File: src/rtl/rlwe_mprf_wb_sched_if.sv
// Bundle of the EXU write-back, vector-load (LSU) and MPRF write-port signals
// around the write-back scheduler.
interface rlwe_mprf_wb_sched_if #(
  parameter int LANES = 4,
  parameter int XLEN  = 32,
  parameter int AW    = 5
);
  // Handshakes: vld_start transfers when vld_start && vld_start_ready, a word
  // transfers when vld_word_valid && vld_word_ready (the LSU holds an unaccepted
  // word); exu_w_req is never back-pressured except via exu_stall one cycle ahead.
  logic                  exu_w_req;
  logic [AW-1:0]         exu_rd_addr;
  logic                  exu_rd_is_vector;
  logic [LANES*XLEN-1:0] exu_rd_data;

  logic                  vld_start;
  logic [AW-1:0]         vld_rd_addr;
  logic                  vld_start_ready;
  logic                  vld_word_valid;
  logic [XLEN-1:0]       vld_word_data;
  logic                  vld_word_ready;
  logic                  vld_done;
  logic                  vld_busy;
  logic [AW-1:0]         vld_busy_addr;

  logic                  exu_stall;
  logic                  mprf_w_req;
  logic [AW-1:0]         mprf_rd_addr;
  logic                  mprf_rd_is_vector;
  logic [LANES*XLEN-1:0] mprf_rd_data;

  logic [1:0]            dbg_state;

  modport master (
    output exu_w_req, exu_rd_addr, exu_rd_is_vector, exu_rd_data,
    output vld_start, vld_rd_addr, vld_word_valid, vld_word_data,
    input  vld_start_ready, vld_word_ready, vld_done, vld_busy, vld_busy_addr,
    input  exu_stall, mprf_w_req, mprf_rd_addr, mprf_rd_is_vector, mprf_rd_data,
    input  dbg_state
  );

  modport slave (
    input  exu_w_req, exu_rd_addr, exu_rd_is_vector, exu_rd_data,
    input  vld_start, vld_rd_addr, vld_word_valid, vld_word_data,
    output vld_start_ready, vld_word_ready, vld_done, vld_busy, vld_busy_addr,
    output exu_stall, mprf_w_req, mprf_rd_addr, mprf_rd_is_vector, mprf_rd_data,
    output dbg_state
  );
endinterface

File: src/rtl/rlwe_mprf_wb_sched.sv
// Shares the MPRF write port between EXU write-back and a vector-load assembler
// that gathers LANES scalar LSU words into one vector register write.
module rlwe_mprf_wb_sched #(
  parameter int LANES     = 4,
  parameter int XLEN      = 32,
  parameter int AW        = 5,
  parameter int MAX_DEFER = 4
) (
  input  logic                 clk,
  input  logic                 rst_n,
  rlwe_mprf_wb_sched_if.slave  wb_if
);

  localparam int CW = (LANES > 1) ? $clog2(LANES) : 1;
  localparam int DW = $clog2(MAX_DEFER + 1);

  typedef enum logic [1:0] {
    S_IDLE  = 2'd0,
    S_FILL  = 2'd1,
    S_WRITE = 2'd2
  } state_e;

  state_e                          state_q;
  logic [LANES-1:0][XLEN-1:0]      buf_q;
  logic [CW-1:0]                   lane_q;
  logic [AW-1:0]                   addr_q;
  logic [DW-1:0]                   defer_q;

  always_ff @(posedge clk or negedge rst_n) begin
    if (!rst_n) begin
      state_q <= S_IDLE;
      buf_q   <= '0;
      lane_q  <= '0;
      addr_q  <= '0;
      defer_q <= '0;
    end else begin
      case (state_q)
        S_IDLE: begin
          if (wb_if.vld_start) begin
            addr_q  <= wb_if.vld_rd_addr;
            lane_q  <= '0;
            state_q <= S_FILL;
          end
        end
        S_FILL: begin
          if (wb_if.vld_word_valid) begin
            buf_q[lane_q] <= wb_if.vld_word_data;
            if (lane_q == CW'(LANES - 1)) begin
              lane_q  <= '0;
              state_q <= S_WRITE;
            end else begin
              lane_q <= lane_q + 1'b1;
            end
          end
        end
        S_WRITE: begin
          // The EXU always wins the port; the vector write waits for a free cycle.
          if (wb_if.exu_w_req) begin
            if (defer_q < DW'(MAX_DEFER)) defer_q <= defer_q + 1'b1;
          end else begin
            defer_q <= '0;
            state_q <= S_IDLE;
          end
        end
        default: state_q <= S_IDLE;
      endcase
    end
  end

  assign wb_if.dbg_state       = state_q;
  assign wb_if.vld_start_ready = (state_q == S_IDLE);
  assign wb_if.vld_word_ready  = (state_q == S_FILL);
  assign wb_if.vld_busy        = (state_q != S_IDLE);
  assign wb_if.vld_busy_addr   = (state_q != S_IDLE) ? addr_q : '0;
  assign wb_if.exu_stall       = (state_q == S_WRITE) && (defer_q >= DW'(MAX_DEFER));
  assign wb_if.vld_done        = (state_q == S_WRITE) && !wb_if.exu_w_req;

  // A load to register 0 still retires, but never raises the write request.
  always_comb begin
    wb_if.mprf_w_req        = 1'b0;
    wb_if.mprf_rd_addr      = '0;
    wb_if.mprf_rd_is_vector = 1'b0;
    wb_if.mprf_rd_data      = '0;
    if (wb_if.exu_w_req) begin
      wb_if.mprf_w_req        = 1'b1;
      wb_if.mprf_rd_addr      = wb_if.exu_rd_addr;
      wb_if.mprf_rd_is_vector = wb_if.exu_rd_is_vector;
      wb_if.mprf_rd_data      = wb_if.exu_rd_data;
    end else if (state_q == S_WRITE) begin
      wb_if.mprf_w_req        = (addr_q != '0);
      wb_if.mprf_rd_addr      = addr_q;
      wb_if.mprf_rd_is_vector = 1'b1;
      wb_if.mprf_rd_data      = buf_q;
    end
  end

`ifndef SYNTHESIS
  a_no_exu_while_stalled: assert property (
    @(posedge clk) disable iff (!rst_n) !(wb_if.exu_stall && wb_if.exu_w_req)
  );
`endif

endmodule

File: src/flat_wrapper.sv
// flat-port wrapper written by rule: the top's interface ports become plain ports
module rlwe_mprf_wb_sched_flat 
#(
  parameter int LANES     = 4,
  parameter int XLEN      = 32,
  parameter int AW        = 5,
  parameter int MAX_DEFER = 4
)
  (clk, rst_n, wb_if_exu_w_req, wb_if_exu_rd_addr, wb_if_exu_rd_is_vector, wb_if_exu_rd_data, wb_if_vld_start, wb_if_vld_rd_addr, wb_if_vld_word_valid, wb_if_vld_word_data, wb_if_vld_start_ready, wb_if_vld_word_ready, wb_if_vld_done, wb_if_vld_busy, wb_if_vld_busy_addr, wb_if_exu_stall, wb_if_mprf_w_req, wb_if_mprf_rd_addr, wb_if_mprf_rd_is_vector, wb_if_mprf_rd_data, wb_if_dbg_state);
  rlwe_mprf_wb_sched_if #(.LANES(LANES), .XLEN(XLEN), .AW(AW)) wb_if_i ();
  input  logic clk;
  input  logic rst_n;
  input wire logic [$bits(wb_if_i.exu_w_req)-1:0] wb_if_exu_w_req;
  input wire logic [$bits(wb_if_i.exu_rd_addr)-1:0] wb_if_exu_rd_addr;
  input wire logic [$bits(wb_if_i.exu_rd_is_vector)-1:0] wb_if_exu_rd_is_vector;
  input wire logic [$bits(wb_if_i.exu_rd_data)-1:0] wb_if_exu_rd_data;
  input wire logic [$bits(wb_if_i.vld_start)-1:0] wb_if_vld_start;
  input wire logic [$bits(wb_if_i.vld_rd_addr)-1:0] wb_if_vld_rd_addr;
  input wire logic [$bits(wb_if_i.vld_word_valid)-1:0] wb_if_vld_word_valid;
  input wire logic [$bits(wb_if_i.vld_word_data)-1:0] wb_if_vld_word_data;
  output wire logic [$bits(wb_if_i.vld_start_ready)-1:0] wb_if_vld_start_ready;
  output wire logic [$bits(wb_if_i.vld_word_ready)-1:0] wb_if_vld_word_ready;
  output wire logic [$bits(wb_if_i.vld_done)-1:0] wb_if_vld_done;
  output wire logic [$bits(wb_if_i.vld_busy)-1:0] wb_if_vld_busy;
  output wire logic [$bits(wb_if_i.vld_busy_addr)-1:0] wb_if_vld_busy_addr;
  output wire logic [$bits(wb_if_i.exu_stall)-1:0] wb_if_exu_stall;
  output wire logic [$bits(wb_if_i.mprf_w_req)-1:0] wb_if_mprf_w_req;
  output wire logic [$bits(wb_if_i.mprf_rd_addr)-1:0] wb_if_mprf_rd_addr;
  output wire logic [$bits(wb_if_i.mprf_rd_is_vector)-1:0] wb_if_mprf_rd_is_vector;
  output wire logic [$bits(wb_if_i.mprf_rd_data)-1:0] wb_if_mprf_rd_data;
  output wire logic [$bits(wb_if_i.dbg_state)-1:0] wb_if_dbg_state;
  assign wb_if_i.exu_w_req = wb_if_exu_w_req;
  assign wb_if_i.exu_rd_addr = wb_if_exu_rd_addr;
  assign wb_if_i.exu_rd_is_vector = wb_if_exu_rd_is_vector;
  assign wb_if_i.exu_rd_data = wb_if_exu_rd_data;
  assign wb_if_i.vld_start = wb_if_vld_start;
  assign wb_if_i.vld_rd_addr = wb_if_vld_rd_addr;
  assign wb_if_i.vld_word_valid = wb_if_vld_word_valid;
  assign wb_if_i.vld_word_data = wb_if_vld_word_data;
  assign wb_if_vld_start_ready = wb_if_i.vld_start_ready;
  assign wb_if_vld_word_ready = wb_if_i.vld_word_ready;
  assign wb_if_vld_done = wb_if_i.vld_done;
  assign wb_if_vld_busy = wb_if_i.vld_busy;
  assign wb_if_vld_busy_addr = wb_if_i.vld_busy_addr;
  assign wb_if_exu_stall = wb_if_i.exu_stall;
  assign wb_if_mprf_w_req = wb_if_i.mprf_w_req;
  assign wb_if_mprf_rd_addr = wb_if_i.mprf_rd_addr;
  assign wb_if_mprf_rd_is_vector = wb_if_i.mprf_rd_is_vector;
  assign wb_if_mprf_rd_data = wb_if_i.mprf_rd_data;
  assign wb_if_dbg_state = wb_if_i.dbg_state;
  rlwe_mprf_wb_sched #(.LANES(LANES), .XLEN(XLEN), .AW(AW), .MAX_DEFER(MAX_DEFER)) u_core (.clk(clk), .rst_n(rst_n), .wb_if(wb_if_i));
endmodule
File: config.mk
export PLATFORM = sky130hd
export DESIGN_NAME = rlwe_mprf_wb_sched_flat
export DESIGN_NICKNAME = d
export VERILOG_FILES = /design/src/rtl/rlwe_mprf_wb_sched_if.sv /design/src/rtl/rlwe_mprf_wb_sched.sv /design/src/flat_wrapper.sv
export SDC_FILE = /design/constraint.sdc
export NUM_CORES = 1
export LEC_CHECK = 0
export BUFFER_PORTS_ARGS = -buffer_cell sky130_fd_sc_hd__buf_2
export CAP_MARGIN = 20
export CELL_PAD_IN_SITES_DETAIL_PLACEMENT = 1
export CELL_PAD_IN_SITES_GLOBAL_PLACEMENT = 1
export CORE_MARGIN = 4
export CORE_UTILIZATION = 32
export CTS_CLUSTER_DIAMETER = 150
export DETAILED_ROUTE_END_ITERATION = 8
export PLACE_DENSITY_LB_ADDON = 0.3
export SLEW_MARGIN = 20
export SYNTH_ARGS = -nofsm -noshare
export SYNTH_HDL_FRONTEND = slang
export SYNTH_SLANG_ARGS = --single-unit
File: constraint.sdc
create_clock -name clk -period 1.59 [get_ports clk]
set_clock_uncertainty 0.15 [all_clocks]
set_input_delay 0.318 -clock clk [delete_from_list [all_inputs] [get_ports clk]]
set_output_delay 0.318 -clock clk [all_outputs]
set_load 0.05 [all_outputs]
# Word-level counts from Yosys, hierarchy flattened
# Cells that the tools add are included.
# totals
register_bits	140
inputBits	176
out_inout_bits	147
word_cells	58
# classes
add_sub_neg	2
n_lt_le_gt_ge	4
n_eq_ne	8
mux	23
n_reduce_logical	13
# ops
op	n
two-way mux 128 bit	2
bitwise mux 128 bit	1
demux 32 bit (select 2 bit)	1
two-way mux 32 bit	1
two-way mux 5 bit	3
two-way mux 2 bit	7
two-way mux 3 bit	2
!= test 2 bit, second input constant	3
one-hot mux 2 bit (3 select lines)	1
AND reduction 2 bit	3
nonzero test 5 bit	1
equality test 2 bit, second input constant	2
two-way mux 1 bit	4
!= test 2 x 1 -> 1 bit, second input constant	2
one-hot mux 2 bit (2 select lines)	1
AND reduction 4 bit	1
nonzero test 2 bit	2
adder 3 x 1 -> 3 bit, second input constant	1
>= comparator 3 bit, second input constant	1
logical AND 1 bit	3
< comparator 2 x 3 -> 1 bit, second input constant	1
< comparator 3 bit, second input constant	1
AND reduction 3 bit	1
adder 2 x 1 -> 2 bit, second input constant	1
other kinds (4)	4

# Longest topological paths before layout
# Gate-level depths: netlist (run 1).
# depth
depth_word	5
ltp_mapped	5
mapped_depth_nobuf	4

# Worst setup path before layout (run 1)
# No wires, ideal clock.
# synth_timing
kind	flip-flop to output port
start	register u_core.state_q[0], in the netlist u_core.wb_if.dbg_state[0]
end	output port wb_if_vld_busy
arrival_time_ns	2.012
required_ns	1.122
slack_ns	-0.890
path_stages_with_launch	3
path_cell_list	dfrtp_1 > nor2_1 > inv_1
# synth_via
elab_chain_cells	1
# synth_rtl
item	line_no	rtl
from (decl)	rlwe_mprf_wb_sched.sv:23	state_e state_q;
from (signal assigned)	rlwe_mprf_wb_sched.sv:31	state_q <= S_IDLE;
from (signal assigned)	rlwe_mprf_wb_sched.sv:42	state_q <= S_FILL;
from (signal assigned)	rlwe_mprf_wb_sched.sv:50	state_q <= S_WRITE;
nonzero test 2 bit	rlwe_mprf_wb_sched.sv:73	assign wb_if.vld_busy = (state_q != S_IDLE);
to (decl)	flat_wrapper.sv:24	output wire logic [$bits(wb_if_i.vld_busy)-1:0] wb_if_vld_busy;
# Every way passes these cells.

# Worst setup path after layout (run 1)
# layout_timing
start	register u_core.state_q[0], in the netlist u_core.wb_if.dbg_state[0]
end	output port wb_if_mprf_rd_data[122]
# layout_via
elab_chain_cells	3
# layout_rtl
item	line_no	rtl
equality test 2 bit	rlwe_mprf_wb_sched.sv:89	end else if (state_q == S_WRITE) begin
two-way mux 128 bit	rlwe_mprf_wb_sched.sv:89	
two-way mux 128 bit	rlwe_mprf_wb_sched.sv:84	if (wb_if.exu_w_req) begin
to (decl)	flat_wrapper.sv:30	output wire logic [$bits(wb_if_i.mprf_rd_data)-1:0] wb_if_mprf_rd_data;
# Every way passes these cells.

==> results of run 1 <==
-- routing by layer --
metal | track usage (%) | part of all wire, % | vias up
met4 | 10.01 | 3.4 | 0
met1 | 25.09 | 36 | 3034
met2 | 41.89 | 54 | 267
met5 | 0 | 0 | -
met3 | 6.333 | 6.2 | 63
li1 | - | - | 2701
-- power groups by stage --
stage	registers [mW]	clock network (mW)	logic [mW]
after detailed placement	7.01	0	6.33
after CTS	6.98	4.03	7.08
after global placement	6.91	0	6.07
final	7.03	3.94	7.57
after floorplan	6.49	0	4.59
after global routing	7.25	4.19	7.99
-- sequential cells by signal (all words and copies together) (netlist names) --
signal / flops
u_core.lane_q: 2
u_core.buf_q: 128
u_core.wb_if.dbg_state: 2
u_core.addr_q: 5
u_core.defer_q: 3
-- worst register-to-register path, delay by kind of cell, from the launching register on --
kind	cells	cell delay (ns)
mux	1	0.30
flops	1	0.43
buf+inv	4	0.60
simple gates	2	0.37
-- logic make-up after synthesis --
| logic type | Yosys count | share of synthesized area (%) |
|---|---|---|
| flip-flops | 140 | 51.35 |
| adder cells (fa/ha/maj) | 5 | 0.9169 |
| multiplexers | 133 | 22.83 |
| AND/OR/NAND/NOR | 33 | 3.173 |
| buffers and inverters | 47 | 4.034 |
| AO/OA/AOI/OAI | 141 | 17.70 |
-- timing repair --
action | 4_1_cts | 5_1_grt
gates resized for setup | 345 | 35
endpoints found under the setup margin | 283 | 286
cloned | 0 | 10
setup buffers | 7 | 5
hold buffers | 7 | 0
endpoints found under the hold margin | 146 | 0
pin swaps | 1 | 5
-- path summary, 6_finish.rpt --
check,to,startpoint,cells past startpoint
worst max-delay path,wb_if_mprf_rd_data[122],u_core.wb_if.dbg_state[0],6
worst min register to register,u_core.buf_q[6],u_core.buf_q[6],1
max in group asynchronous,u_core.buf_q[5],rst_n,3
worst max register to register,u_core.buf_q[71],u_core.wb_if.dbg_state[1],7
min in group asynchronous,u_core.buf_q[120],rst_n,2
worst min-delay path,u_core.buf_q[37],wb_if_vld_word_data[5],2
-- cell usage in the layout (no fill, tap or decap), types with 5 or more instances in the layout --
master	synthesis	final
buf_6	10	79
a22o_4	0	128
buf_4	4	40
mux2_2	110	110
mux2_4	16	17
buf_2	7	173
mux2_1	7	6
a22o_2	0	5
buf_12	0	29
nand2_1	8	7
ha_1	5	5
dfrtp_1	140	138
buf_8	0	73
dlygate4sd3_1	0	7
clkbuf_16	0	27
-- Yosys cell counts (all sizes together) (2+ instances only) --
library cell,number
ha,5
mux2,133
a22o,133
nor2b,5
clkbuf,17
dfrtp,140
nor2,4
inv,4
a21oi,2
nand2,11
nand3,3
o21ai,5
and2b,2
buf,26
-- cell type report --
type,count,area share (%)
Inverter,4,0.1171
Antenna cell,4,0.07808
Tap cell,275,2.684
Timing Repair Buffer,412,31.83
Sequential cell,140,27.35
Multi-Input combinational cell,312,33.40
Clock inverter,13,1.093
Clock buffer,19,3.455
-- through the flow --
step | hold slack (ns) | setup slack [ns]
2_1_floorplan | -0.1276 | -0.3188
3_3_place_gp | 0.02276 | -0.2767
3_5_place_dp | 0.02337 | -0.3357
4_1_cts | 0.004872 | -0.6991
5_1_grt | 0.01880 | -0.7287
6_report | 0.03202 | -0.6577
==> impl_metrics.xml, run 1 <==
<?xml version="1.0" encoding="UTF-8"?>
<metrics>
  <group name="cts">
    <metric name="cts_tree" unit="">yes</metric>
    <metric name="cts.sinks" unit="">140</metric>
    <metric name="clkLatencyLatePin" unit="ns">0.42</metric>
    <metric name="htree_num_levels" unit="">4</metric>
    <metric name="clock-root-buffer" unit="">clkbuf_16</metric>
    <metric name="clk_transition_reported_paths" unit="ns">0.06</metric>
    <metric name="cts_buffer_depth" unit="">2</metric>
    <metric name="tritoncts.num_buffers" unit="">17</metric>
  </group>
  <group name="timing">
    <metric name="final_min_period_over_clock_period" unit="%">141.4</metric>
    <metric name="rsz0062_at_grt" unit="">true</metric>
    <metric name="fin_ws" unit="ns">-0.6577</metric>
    <metric name="endpoints_failing_setup" unit="">283</metric>
    <metric name="report.final.slew_viol_count" unit="">0</metric>
    <metric name="timing_worst_slew_pin_value" unit="ns">0.3175</metric>
    <metric name="finalHoldViolations" unit="">0</metric>
    <metric name="setup-tns-final" unit="ns">-129.43</metric>
    <metric name="fmax" unit="MHz">444.9</metric>
    <metric name="timing.max_slew.rel_slack" unit="%">78.54</metric>
    <metric name="tmin_final" unit="ns">2.248</metric>
  </group>
  <group name="worst_setup_path">
    <metric name="r2r_slack" unit="ns">-0.37</metric>
    <metric name="path_cells" unit="">nand2b_4 -&gt; nor2_4 -&gt; buf_12 -&gt; buf_4 -&gt; a22o_4 -&gt; buf_6</metric>
    <metric name="family_of_cells_with_the_greatest_summed_delay_on_the_critical_path" unit="">buffers and inverters</metric>
    <metric name="worst_path_largest_cell_delay" unit="ns">0.41</metric>
    <metric name="cp_num_buf_inv" unit="">3</metric>
    <metric name="sort_of_element_at_the_end_of_the_critical_path" unit="">output port</metric>
    <metric name="critPathMaxFanout" unit="">11</metric>
    <metric name="critical_path.startpoint_type" unit="">register</metric>
    <metric name="critPathRequiredTime" unit="ns">1.12</metric>
    <metric name="critical-path-slowest-cell" unit="">dfrtp_2</metric>
    <metric name="critical_path_class" unit="">reg2out</metric>
    <metric name="arrival" unit="ns">1.78</metric>
  </group>
  <group name="pwr">
    <metric name="share_seq_of_total_power" unit="%">37.9</metric>
    <metric name="static-leakage-power" unit="nW">6.219</metric>
    <metric name="clockPowerShare" unit="%">21.3</metric>
    <metric name="power-per-cell-area" unit="nW/um^2">1446</metric>
    <metric name="net-switching-power" unit="mW">6.706</metric>
    <metric name="cell_internal_pwr" unit="mW">11.83</metric>
    <metric name="ir_worst_vdd" unit="V">0.0007287</metric>
    <metric name="post_route_total_power" unit="mW">18.53</metric>
    <metric name="switching_share" unit="%">36.18</metric>
    <metric name="comb_power_share" unit="%">40.8</metric>
  </group>
  <group name="synth">
    <metric name="synth_largest_area_cell" unit="">dfrtp_1</metric>
    <metric name="synth.yosys.seq_area_share" unit="%">51.35</metric>
    <metric name="synthTopCellsByArea" unit="">dfrtp_1 51%, mux2_2 18%, a22o_1 17%</metric>
    <metric name="yosys_register_bits" unit="">140</metric>
    <metric name="syn_inst" unit="">499</metric>
    <metric name="postSynth.topFlopCell" unit="">dfrtp_1</metric>
    <metric name="post-synth-top-area-fraction" unit="%">51.35</metric>
    <metric name="synth_enable_flop_cells" unit="">0</metric>
    <metric name="async_sr_flop_fraction" unit="%">100.0</metric>
    <metric name="synth.avg_cell_area" unit="um^2">13.67</metric>
    <metric name="yosys_warnings" unit="">0</metric>
    <metric name="synth_area" unit="um^2">6823</metric>
    <metric name="synthesis.nets" unit="">680</metric>
    <metric name="ys_types" unit="">32</metric>
  </group>
  <group name="worst_hold_path">
    <metric name="timing.hold.worst.class" unit="">in2reg</metric>
  </group>
  <group name="detailed_routing">
    <metric name="drt_pre_antenna_iters" unit="">4</metric>
    <metric name="via_per_inst" unit="">5.144</metric>
    <metric name="wl" unit="um">28650</metric>
    <metric name="vias" unit="">6065</metric>
    <metric name="detail-route-antenna-nets" unit="">0</metric>
    <metric name="detailedRoute.firstIterationViolations" unit="">212</metric>
    <metric name="wl_per_cell" unit="um">24.30</metric>
    <metric name="post-route-drc-count" unit="">0</metric>
  </group>
  <group name="place">
    <metric name="buffer_ports.inserted" unit="">322</metric>
    <metric name="place_area" unit="um^2">10590</metric>
    <metric name="post-place-cells" unit="">1117</metric>
    <metric name="gp_congestion" unit="">0.8375</metric>
    <metric name="hpwlAfterDp" unit="um">19270</metric>
  </group>
  <group name="layout">
    <metric name="multiInputGateArea" unit="um^2">4282</metric>
    <metric name="seqCellArea" unit="um^2">3506</metric>
    <metric name="area_growth_syn_to_layout" unit="%">87.90</metric>
    <metric name="fin_nets" unit="">1068</metric>
    <metric name="drive_above_1_share" unit="%">79.89</metric>
    <metric name="postLayoutCellArea" unit="um^2">12820</metric>
    <metric name="n_fill_cell" unit="">1990</metric>
    <metric name="final_core_utilization" unit="%">60.98</metric>
    <metric name="fin_cells" unit="">1179</metric>
  </group>
  <group name="floorplanning">
    <metric name="design.die.area" unit="um^2">23720</metric>
    <metric name="std_cell_rows" unit="">53</metric>
    <metric name="top_level_ports" unit="">323</metric>
    <metric name="core_area" unit="um^2">21020</metric>
    <metric name="chipWidth" unit="um">154.0</metric>
    <metric name="die_h" unit="um">154.0</metric>
    <metric name="initial_core_utilization" unit="%">32.46</metric>
  </group>
  <group name="global_route">
    <metric name="grt_first_pass_wirelength" unit="um">42390</metric>
    <metric name="gr-usage-all-layers" unit="%">23.08</metric>
    <metric name="globalRouteOverflowTotal" unit="">0</metric>
    <metric name="initial_antenna_violation_count" unit="">4</metric>
    <metric name="grt_pass1_vias" unit="">7138</metric>
    <metric name="largest_net_degree_at_the_start_of_global_routing" unit="">56</metric>
  </group>
  <group name="run_status">
    <metric name="violations" unit="">setup timing</metric>
    <metric name="outcome" unit="">finished, violations left</metric>
  </group>
  <group name="flow_run">
    <metric name="maxCapViolations" unit="">0</metric>
  </group>
</metrics>
No activity file was read; power rests on OpenSTA's default activity.
==> run 2: changes to the inputs <==
- PLACE_DENSITY: unset -> 0.76
- PLACE_DENSITY_LB_ADDON: 0.3 -> unset
==> run 2 against run 1 <==
The flow still finishes with violations (setup timing). Sequential power up 1%. Global-route usage grew 0.47 points. Combinational power increased by 18%. Setup slack got worse by 0.0037 ns. Sequential cell count stayed put. Total power rose by 9.6%. Final cell count rose by 0.59%. Wire length increased by 1.1%. Design area grew 5.0%. Critical path depth is the same. Sequential share of layout area fell by 1.3 points. Utilization grew 3.1 points.
==> impl_metrics.xml, run 2 (same netlist as run 1, synthesis figures left out) <==
<?xml version="1.0" encoding="UTF-8"?>
<metrics>
  <group name="run_status">
    <metric name="outcome" unit="">finished, violations left</metric>
    <metric name="violations" unit="">setup timing</metric>
  </group>
  <group name="layout">
    <metric name="largest_register" unit="">u_core.buf_q</metric>
    <metric name="reg_top3" unit="">u_core.buf_q: 128 flops, u_core.addr_q: 5 flops, u_core.defer_q: 3 flops</metric>
    <metric name="multiInputGateArea" unit="um^2">4710</metric>
    <metric name="largest_register_ff_count" unit="">128</metric>
    <metric name="layout_commonest_cell" unit="">buf_2</metric>
    <metric name="drive_above_1_share" unit="%">81.34</metric>
    <metric name="n_antenna_cell" unit="">0</metric>
    <metric name="fin_nets" unit="">1080</metric>
    <metric name="fin_cells" unit="">1186</metric>
    <metric name="n_fill_cell" unit="">1907</metric>
    <metric name="area_growth_syn_to_layout" unit="%">97.36</metric>
    <metric name="seqCellArea" unit="um^2">3506</metric>
    <metric name="most-common-layout-cells" unit="">173 x buf_2, 138 x dfrtp_1, 128 x a22o_4, 128 x mux2_4, 92 x buf_8</metric>
  </group>
  <group name="pwr">
    <metric name="static-leakage-power" unit="nW">6.882</metric>
    <metric name="ir_worst_vdd" unit="V">0.0007534</metric>
    <metric name="power-per-cell-area" unit="nW/um^2">1508</metric>
  </group>
  <group name="worst_setup_path">
    <metric name="cp_num_buf_inv" unit="">3</metric>
    <metric name="critical-path-slowest-cell" unit="">dfrtp_2</metric>
    <metric name="critPathMaxFanout" unit="">17</metric>
    <metric name="critical_path.startpoint_type" unit="">register</metric>
    <metric name="worst_path_largest_cell_delay" unit="ns">0.40</metric>
    <metric name="sort_of_element_at_the_end_of_the_critical_path" unit="">output port</metric>
    <metric name="arrival" unit="ns">1.78</metric>
    <metric name="path_cells" unit="">nand2b_4 -&gt; nor2_4 -&gt; buf_12 -&gt; buf_16 -&gt; a22o_4 -&gt; buf_8</metric>
    <metric name="critPathRequiredTime" unit="ns">1.12</metric>
    <metric name="family_of_cells_with_the_greatest_summed_delay_on_the_critical_path" unit="">buffers and inverters</metric>
    <metric name="critical_path_class" unit="">reg2out</metric>
    <metric name="r2r_slack" unit="ns">-0.39</metric>
  </group>
  <group name="floorplanning">
    <metric name="top_level_ports" unit="">323</metric>
    <metric name="std_cell_rows" unit="">53</metric>
    <metric name="chipWidth" unit="um">154.0</metric>
    <metric name="design.die.area" unit="um^2">23720</metric>
    <metric name="core_area" unit="um^2">21020</metric>
    <metric name="initial_core_utilization" unit="%">32.46</metric>
    <metric name="die_h" unit="um">154.0</metric>
  </group>
  <group name="flow_run">
    <metric name="maxCapViolations" unit="">0</metric>
  </group>
  <group name="detailed_routing">
    <metric name="detail-route-antenna-nets" unit="">0</metric>
    <metric name="drt_pre_antenna_iters" unit="">4</metric>
    <metric name="wl" unit="um">28970</metric>
    <metric name="via_per_inst" unit="">5.200</metric>
    <metric name="detailedRoute.firstIterationViolations" unit="">212</metric>
    <metric name="post-route-drc-count" unit="">0</metric>
    <metric name="wl_per_cell" unit="um">24.42</metric>
    <metric name="vias" unit="">6167</metric>
  </group>
  <group name="timing">
    <metric name="rsz0062_at_grt" unit="">true</metric>
    <metric name="report.final.slew_viol_count" unit="">0</metric>
    <metric name="fin_ws" unit="ns">-0.6614</metric>
    <metric name="final.hold.worst_slack" unit="ns">0.03964</metric>
    <metric name="fmax" unit="MHz">444.2</metric>
    <metric name="finalHoldViolations" unit="">0</metric>
    <metric name="timing_worst_slew_pin_value" unit="ns">0.5737</metric>
    <metric name="timing.max_slew.rel_slack" unit="%">61.76</metric>
    <metric name="final_min_period_over_clock_period" unit="%">141.6</metric>
    <metric name="tmin_final" unit="ns">2.251</metric>
    <metric name="endpoints_failing_setup" unit="">283</metric>
  </group>
  <group name="cts">
    <metric name="clock-root-buffer" unit="">clkbuf_16</metric>
    <metric name="cts.sinks" unit="">140</metric>
    <metric name="clkLatencyLatePin" unit="ns">0.41</metric>
    <metric name="htree_num_levels" unit="">4</metric>
    <metric name="cts_buffer_depth" unit="">2</metric>
    <metric name="clk_transition_reported_paths" unit="ns">0.06</metric>
    <metric name="cts_tree" unit="">yes</metric>
    <metric name="tritoncts.num_buffers" unit="">17</metric>
  </group>
  <group name="global_route">
    <metric name="grt_first_pass_wirelength" unit="um">43570</metric>
    <metric name="globalRouteOverflowTotal" unit="">0</metric>
    <metric name="largest_net_degree_at_the_start_of_global_routing" unit="">38</metric>
    <metric name="gr-usage-all-layers" unit="%">23.55</metric>
    <metric name="grt_pass1_vias" unit="">7129</metric>
    <metric name="initial_antenna_violation_count" unit="">1</metric>
  </group>
  <group name="place">
    <metric name="buffer_ports.inserted" unit="">322</metric>
    <metric name="hpwlAfterDp" unit="um">18180</metric>
    <metric name="post-place-cells" unit="">1123</metric>
    <metric name="place_ws" unit="ns">-0.3033</metric>
    <metric name="gp_congestion" unit="">0.7557</metric>
  </group>
  <group name="worst_hold_path">
    <metric name="timing.hold.worst.class" unit="">in2reg</metric>
  </group>
</metrics>
-- run 2: layout make-up --
type | instances | share of cell area, %
multi-input cells | 312 | 34.97
repair buffers | 424 | 31.71
flip-flops and latches | 140 | 26.04
clock buffers | 18 | 3.187
well taps | 275 | 2.555
clock inverters | 13 | 1.422
inverters | 4 | 0.1115
-- run 2: power by group --
group	total, mW	internal [mW]	switching (mW)
Combinational	8.96	5.29	3.67
Clock	4.22	2.63	1.59
Sequential	7.12	5.36	1.76
-- run 2: path summary, 6_finish.rpt --
check,startpoint,end,depth (start not counted)
min,wb_if_vld_word_data[4],u_core.buf_q[100],2
max reg2reg,u_core.wb_if.dbg_state[0],u_core.buf_q[16],8
max in group asynchronous,rst_n,u_core.wb_if.dbg_state[0],3
max,u_core.wb_if.dbg_state[0],wb_if_mprf_rd_data[115],6
min in group asynchronous,rst_n,u_core.buf_q[44],2
min reg2reg,u_core.buf_q[68],u_core.buf_q[68],1
-- run 2: layer usage --
metal / wire length (um) / up-vias / global-route usage (%)
li1: - / 2712 / -
met1: 11280 / 3208 / 27.68
met2: 15640 / 219 / 43.24
met3: 1694 / 26 / 6.136
met4: 345 / 2 / 4.794
met5: 11 / - / 0
-- run 2: per-stage QoR --
stage	total power, mW	setup TNS [ns]	util, %	cell area, um^2
floorplan	11.09	-66.32	-	8059
global placement	12.97	-55.05	50.24	10560
detailed placement	13.22	-59.69	50.24	10560
CTS	19.71	-130.63	62.60	13160
global route	21.17	-144.61	64.06	13470
finish	20.31	-130.34	64.06	13470
-- run 2: timing repair --
item                       4_1_cts  5_1_grt
gates resized for setup        460       96
hold endpoints to repair       145        0
hold buffers                     6        0
pin swaps                        5        4
setup endpoints to repair      282      283
setup buffers                   16       12
gates cloned                     8        0
